<file path="src/rtl/slc3_muldiv_unit.sv">
// Multi-cycle signed multiply/divide engine for the SLC-3 MULT/DIV ALU ops.
// Optional macro SLC3_MULDIV_PRODHI_EN adds the ProdHi output (upper half of the product).
module slc3_muldiv_unit #(
    parameter int         WIDTH   = 16,
    parameter logic [2:0] OP_MULT = 3'b101,
    parameter logic [2:0] OP_DIV  = 3'b110
) (
    input  logic             Clk,
    input  logic             Reset_n,
    input  logic             Start,
    input  logic [2:0]       ALUK,
    input  logic [WIDTH-1:0] A,
    input  logic [WIDTH-1:0] B,
    output logic             Busy,
    output logic             Done,
    output logic [WIDTH-1:0] Result,
    output logic [WIDTH-1:0] Remainder,
    output logic             DivByZero
`ifdef SLC3_MULDIV_PRODHI_EN
    ,
    output logic [WIDTH-1:0] ProdHi
`endif
);

    localparam int CW = $clog2(WIDTH);

    typedef enum logic [1:0] {IDLE, CALC, FIX, DONE} state_t;

    state_t           state, state_nxt;
    logic [CW-1:0]    cnt;
    logic [WIDTH-1:0] hi, lo, opnd;
    logic             sign_a, sign_b, is_div, div_zero;

    logic             start_div, zero_b, accept, neg;
    logic [WIDTH-1:0] mag_a, mag_b, res_signed, rem_signed;
    logic [WIDTH:0]   mul_sum, div_shift, div_trial;

    assign start_div = (ALUK == OP_DIV);
    assign zero_b    = (B == '0);
    assign accept    = (state == IDLE) && Start && ((ALUK == OP_MULT) || start_div);
    assign mag_a     = A[WIDTH-1] ? -A : A;
    assign mag_b     = B[WIDTH-1] ? -B : B;

    // hi:lo is the running product (MULT) or remainder:quotient (DIV); opnd is
    // the multiplicand or divisor magnitude.
    assign mul_sum   = {1'b0, hi} + (lo[0] ? {1'b0, opnd} : '0);
    assign div_shift = {hi, lo[WIDTH-1]};
    assign div_trial = div_shift - {1'b0, opnd};

    // Low word of a negated product equals negation of the low word alone.
    assign neg        = sign_a ^ sign_b;
    assign res_signed = neg ? -lo : lo;
    assign rem_signed = sign_a ? -hi : hi;

    assign Busy = (state == CALC) || (state == FIX);
    assign Done = (state == DONE);

    always_ff @(posedge Clk or negedge Reset_n) begin
        if (!Reset_n) state <= IDLE;
        else          state <= state_nxt;
    end

    always_comb begin
        state_nxt = state;
        case (state)
            IDLE: if (accept) state_nxt = (start_div && zero_b) ? FIX : CALC;
            CALC: if (cnt == CW'(WIDTH-1)) state_nxt = FIX;
            FIX:  state_nxt = DONE;
            DONE: state_nxt = IDLE;
            default: state_nxt = IDLE;
        endcase
    end

    always_ff @(posedge Clk or negedge Reset_n) begin
        if (!Reset_n) begin
            cnt       <= '0;
            hi        <= '0;
            lo        <= '0;
            opnd      <= '0;
            sign_a    <= 1'b0;
            sign_b    <= 1'b0;
            is_div    <= 1'b0;
            div_zero  <= 1'b0;
            Result    <= '0;
            Remainder <= '0;
            DivByZero <= 1'b0;
`ifdef SLC3_MULDIV_PRODHI_EN
            ProdHi    <= '0;
`endif
        end else if (accept) begin
            cnt       <= '0;
            hi        <= '0;
            sign_a    <= A[WIDTH-1];
            sign_b    <= B[WIDTH-1];
            is_div    <= start_div;
            div_zero  <= start_div && zero_b;
            Result    <= '0;
            Remainder <= '0;
            DivByZero <= 1'b0;
`ifdef SLC3_MULDIV_PRODHI_EN
            ProdHi    <= '0;
`endif
            if (start_div) begin
                // Divide-by-zero keeps raw A so it can be returned as the remainder.
                lo   <= zero_b ? A : mag_a;
                opnd <= mag_b;
            end else begin
                lo   <= mag_b;
                opnd <= mag_a;
            end
        end else if (state == CALC) begin
            cnt <= cnt + 1'b1;
            if (is_div) begin
                hi <= div_trial[WIDTH] ? div_shift[WIDTH-1:0] : div_trial[WIDTH-1:0];
                lo <= {lo[WIDTH-2:0], ~div_trial[WIDTH]};
            end else begin
                hi <= mul_sum[WIDTH:1];
                lo <= {mul_sum[0], lo[WIDTH-1:1]};
            end
        end else if (state == FIX) begin
            if (is_div && div_zero) begin
                Result    <= '1;
                Remainder <= lo;
                DivByZero <= 1'b1;
            end else if (is_div) begin
                Result    <= res_signed;
                Remainder <= rem_signed;
            end else begin
                Result    <= res_signed;
                Remainder <= '0;
`ifdef SLC3_MULDIV_PRODHI_EN
                ProdHi    <= neg ? (~hi + {{(WIDTH-1){1'b0}}, (lo == '0)}) : hi;
`endif
            end
        end
    end

endmodule

</file>
<file path="config.mk">
export PLATFORM = sky130hd
export DESIGN_NAME = slc3_muldiv_unit
export DESIGN_NICKNAME = d
export VERILOG_FILES = /design/src/rtl/slc3_muldiv_unit.sv
export SDC_FILE = /design/constraint.sdc
export NUM_CORES = 1
export LEC_CHECK = 0
export ABC_AREA = 1
export BUFFER_PORTS_ARGS = -buffer_cell sky130_fd_sc_hd__buf_2
export CAP_MARGIN = 30
export CORE_AREA = 3 3 121 123
export DETAILED_ROUTE_END_ITERATION = 10
export DIE_AREA = 0 0 124 126
export GPL_TIMING_DRIVEN = 0
export HOLD_SLACK_MARGIN = 0.08
export PLACE_DENSITY = 0.83
export SLEW_MARGIN = 25
export SYNTH_ARGS = -nofsm -noshare
export SYNTH_HDL_FRONTEND = slang
export SYNTH_SLANG_ARGS = --single-unit
</file>
<file path="constraint.sdc">
create_clock -name Clk -period 7.07 [get_ports Clk]
set_input_delay 0.707 -clock Clk [delete_from_list [all_inputs] [get_ports Clk]]
set_output_delay 0.707 -clock Clk [all_outputs]
set_load 0.02 [all_outputs]
</file>
## Word-level counts from Yosys, hierarchy flattened

Index checks and enable logic that the tools add are counted.

| word-level totals | value |
|---|---|
| register bits after elaboration | 91 |
| input bits | 38 |
| output and inout bits | 35 |

| operators by class | value |
|---|---|
| add/subtract/negate cells | 7 |
| equality and inequality tests | 9 |
| muxes and demuxes | 34 |
| bitwise operators | 2 |
| reduce and logical (&&, ||, !) cells | 14 |

Operator list:

| operator | number |
|---|---|
| 2-to-1 mux 16 bit | 24 |
| negation 16 bit | 4 |
| adder 16 x 16 -> 17 bit | 1 |
| subtractor 17 x 16 -> 17 bit | 1 |
| zero test 16 bit | 1 |
| 2-to-1 mux 4 bit | 2 |
| case mux 2 bit (4 select lines) | 1 |
| == test 3 bit, second input constant | 2 |
| 2-to-1 mux 2 bit | 3 |
| nonzero test 2 bit | 3 |
| adder 4 x 1 -> 4 bit, second input constant | 1 |
| == test 2 bit, second input constant | 2 |
| == test 4 bit, second input constant | 1 |
| logical AND 1 bit | 4 |
| 2-to-1 mux 1 bit | 4 |
| != test 2 bit, second input constant | 2 |
| AND reduction 2 bit | 2 |
| AND reduction 3 bit | 1 |
| == test 2 x 1 -> 1 bit, second input constant | 1 |
| zero test 2 bit | 1 |
| logical OR 1 bit | 2 |
| != test 2 x 1 -> 1 bit, second input constant | 1 |
| inverter 1 bit | 1 |
| bitwise XOR 1 bit | 1 |

## Depth between registers and ports, before layout

| logic depth | value |
|---|---|
| word-level depth | 7 |
| depth in mapped cells | 20 |

## Least setup slack after synthesis

No wires, ideal clock.

| timing path | value |
|---|---|
| kind | register to register |
| start | reg lo[0] |
| end | reg hi[13] |
| arrival time | 2.284 ns |
| required time | 6.954 ns |
| path slack | 4.669 ns |
| stages on the path, launching flop included | 20 |
| buffers on the path | 2 |
| period minus slack after synthesis | 2.401 ns |
| cell sequence | dfrtp_1 > buf_2 > buf_1 > nand2_1 > inv_1 > ha_1 > inv_1 > fa_1 > inv_1 > nand3_1 > nand2_1 > nand3_1 > nand2_1 > nand2_1 > nand3_1 > nand2_1 > nor2_1 > nor2_1 > nand2_1 > nand2_1 |

| between the ends | value |
|---|---|
| cells in the longest elaborated chain, start to end | 5 |

RTL lines:

| element | line | RTL |
|---|---|---|
| start, declared | 31 | `logic [WIDTH-1:0] hi, lo, opnd;` |
| start signal, assigned | 105 | `lo <= zero_b ? A : mag_a;` |
| start signal, assigned | 108 | `lo <= mag_b;` |
| start signal, assigned | 115 | `lo <= {lo[WIDTH-2:0], ~div_trial[WIDTH]};` |
| 2-to-1 mux 16 bit | 46 | `assign mul_sum = {1'b0, hi} + (lo[0] ? {1'b0, opnd} : '0);` |
| adder 16 x 16 -> 17 bit | 46 |  |
| 2-to-1 mux 16 bit | 113 | `if (is_div) begin` |
| 2-to-1 mux 16 bit | 111 | `end else if (state == CALC) begin` |
| 2-to-1 mux 16 bit | 90 | `end else if (accept) begin` |
| end signal, assigned | 114 | `hi <= div_trial[WIDTH] ? div_shift[WIDTH-1:0] : div_trial[WIDTH-1:0];` |
| end signal, assigned | 117 | `hi <= mul_sum[WIDTH:1];` |
| end, declared | 31 |  |

No other way between the ends. The select of a mux whose other input is x is not followed.
A chain may end at the register's enable or synchronous reset.

## Final worst setup path

Same ends and word-level chain as after synthesis.

==> summary.txt <==
Critical path
  • Crit path capture type: flop
  • Type of origin of the critical path: flop
  • RR Startpoint: lo[0]$_DFFE_PN0P_
  • Critical Path AT: 3.25 ns
  • Crit path max fanout: 10
  • CP startpoint: lo[0]$_DFFE_PN0P_
  • WS Path Type: flop to flop
  • Required time of the worst setup path: 7.32 ns

GRT
  • Largest net degree at the start of global routing: 78
  • All-Layer GR Usage: 0.340
  • Grt ovf: 0
  • Initial antenna violation count: 0
  • Wire length of the first global-routing pass: 41600 µm
  • Vias in the first global route: 7983

Power and ir drop
  • Switch Pwr: 2.46 mW
  • Comb pwr share: 0.658
  • Leakage: 5.05 nW
  • Reg power frac: 0.229
  • Total internal power: 2.10 mW
  • Net Sw Frac: 0.540
  • P per Cell Area: 493 nW/µm²
  • Worst IR Drop VDD: 0.000267 V
  • Clock power share: 0.113
  • Power after layout: 4.55 mW

STA
  • RSZ-0062 raised after global routing: false
  • Achievable Freq: 333 MHz
  • Final hold violation count: 0
  • Slew of the pin with the lowest slew margin: 0.681 ns
  • Final setup TNS: 0 ns
  • Final Setup Violations: 0
  • Minimum clock period: 3.00 ns
  • Fin. max-slew vios: 0
  • Rel. slew slack: 0.546
  • Clock skew: 0.00779 ns
  • Final period utilization: 0.424

Cells and area
  • FILL cells: 1310
  • Most common library cell in the layout ignoring fill and taps: nand2_1
  • Fraction of layout cells with a size suffix above 1: 0.106
  • Total Nets Final: 1470
  • P&R area growth vs syn: 11.1%
  • Register Area: 2280 µm²
  • Most frequent cells in the layout: nand2_1 (394), inv_1 (172), nand3_1 (116)
  • # diodes: 0
  • Footprint of the multi-input gates: 5140 µm²

Drt
  • Routed wire length: 26500 µm
  • Via-to-Cell Ratio: 5.81
  • WL/cell: 16.8 µm
  • DRC Markers: 0
  • Vias: 9135
  • ANT nets after route: 0
  • First-pass detailed-route iteration total: 6
  • Initial DRC Count: 930

Synthesis
  • Sequential area share after synthesis: 0.274
  • #FFs+latches synth: 91
  • Asr flop ratio synth: 1.00
  • Syn_nets: 1386
  • Warnings from Yosys: 0
  • Yosys cell types: 49
  • Number of synthesized flops with an enable pin: 0
  • Mean Syn Cell Area: 6.38 µm²
  • Syn Inst Count: 1304
  • Synth Cell Area: 8320 µm²
  • Top FF cell, synth: dfrtp_1

Placement
  • GPL Wtd Cong: 1.01
  • Hpwl dp: 21100 µm
  • IO Port Bufs: 72

Status
  • Status: finished, final reports clean

Floorplan
  • Placeable Area: 13800 µm²
  • I/O pins: 73
  • Die Footprint: 15600 µm²
  • Die width: 124 µm
  • Initial Util: 0.604
  • DIE HEIGHT: 126 µm
  • Row cnt: 43

Clocking
  • Max clock buf depth: 2
  • Clk_lat worst skew: 0.36 ns
  • CTS buffer count: 9
  • H-Tree Depth: 3
  • Reg clk slew, reported paths: 0.07 ns
  • CTS tree: yes
  • Root Buffer: clkbuf_16
  • Hold-fix buffer count after cts: 0
  • CTS sink count: 91
  • Setup Buffers After CTS: 0
  • Resize count post-CTS: 0

Flow run
  • Max-cap violations: 0

Hold path
  • HP Class: primary input to async pin
[flip-flops by register name (all words and copies together) (netlist names), 2 cells and up]
register   cells
opnd          16
hi            16
state          2
Result        16
lo            16
cnt            4
Remainder     16
[final timing paths]
check,to,slack (ns),cells past startpoint
hold / removal,Remainder[10]$_DFFE_PN0P_,0.17,1
max in group asynchronous,is_div$_DFFE_PN0P_,6.27,2
min in group Clk,Result[0]$_DFFE_PN0P_,0.47,2
setup / recovery,hi[13]$_DFFE_PN0P_,4.07,19
hold reg to reg,Result[0]$_DFFE_PN0P_,0.47,2
setup reg to reg,hi[13]$_DFFE_PN0P_,4.07,19
[layer usage]
| metal | wire length, µm | track usage |
|---|---|---|
| met5 | 0 | 0 |
| met4 | 992 | 0.141 |
| met3 | 2490 | 0.0530 |
| met2 | 11600 | 0.510 |
| met1 | 11400 | 0.488 |
[synthesized netlist by cell type, drive strengths merged (17+ instances only)]
master	count	area [µm²]
nand2	406	1570
inv	181	679
nand3	119	618
nor2	105	429
dfrtp	91	2280
o21ai	84	420
a21oi	65	337
ha	42	526
o211ai	24	180
buf	23	131
clkbuf	19	71.3
xor2	19	166
nor3	17	90.1
[worst max-delay path, cell delays in order, from the launching register on]
cell	delay, ns
dfrtp_1	0.32
buf_2	0.23
buf_1	0.37
nand2_1	0.12
inv_1	0.08
ha_1	0.23
inv_1	0.08
fa_1	0.35
inv_1	0.10
nand3_1	0.09
nand2_1	0.17
nand3_1	0.14
nand2_1	0.11
nand2_1	0.07
nand3_1	0.08
nand2_1	0.05
nor2_1	0.11
nor2_1	0.06
nand2_1	0.09
nand2_1	0.05
[power groups by stage]
stage,clock network [mW],registers (mW),logic [mW]
2_1_floorplan,0,1.04,2.13
3_3_place_gp,0,1.03,2.88
3_5_place_dp,0,1.03,2.93
4_1_cts,0.510,1.03,2.96
5_1_grt,0.531,1.07,3.37
6_report,0.513,1.04,3.00
[cells by family after synthesis]
| logic type | share of synthesized area |
|---|---|
| AND/OR/NAND/NOR | 0.354 |
| AO/OA/AOI/OAI | 0.166 |
| buffers and inverters | 0.107 |
| flip-flops | 0.274 |
| adder cells (fa/ha/maj) | 0.0680 |
| XOR/XNOR | 0.0305 |
[stage by stage]
stage	setup WS, ns	hold slack [ns]	cell area, µm²	utilization	std cells
after detailed placement	4.16	0.454	8930	0.649	1557
after CTS	4.13	0.170	9240	0.671	1573
after global placement	4.23	0.449	8900	0.646	1556
after floorplan	4.67	0.411	8320	-	1304
after global routing	3.76	0.179	9240	0.671	1573
final	4.07	0.169	9240	0.671	1573
[layout make-up]
type                    instances  area share
clock inverters                 4     0.00610
inverters                     184      0.0748
plain buffers                  42      0.0219
well taps                     180      0.0244
multi-input cells             987       0.557
repair buffers                 73      0.0427
flip-flops and latches         91       0.247
clock buffers                  12      0.0267
Power figures use the tool's default switching activity.
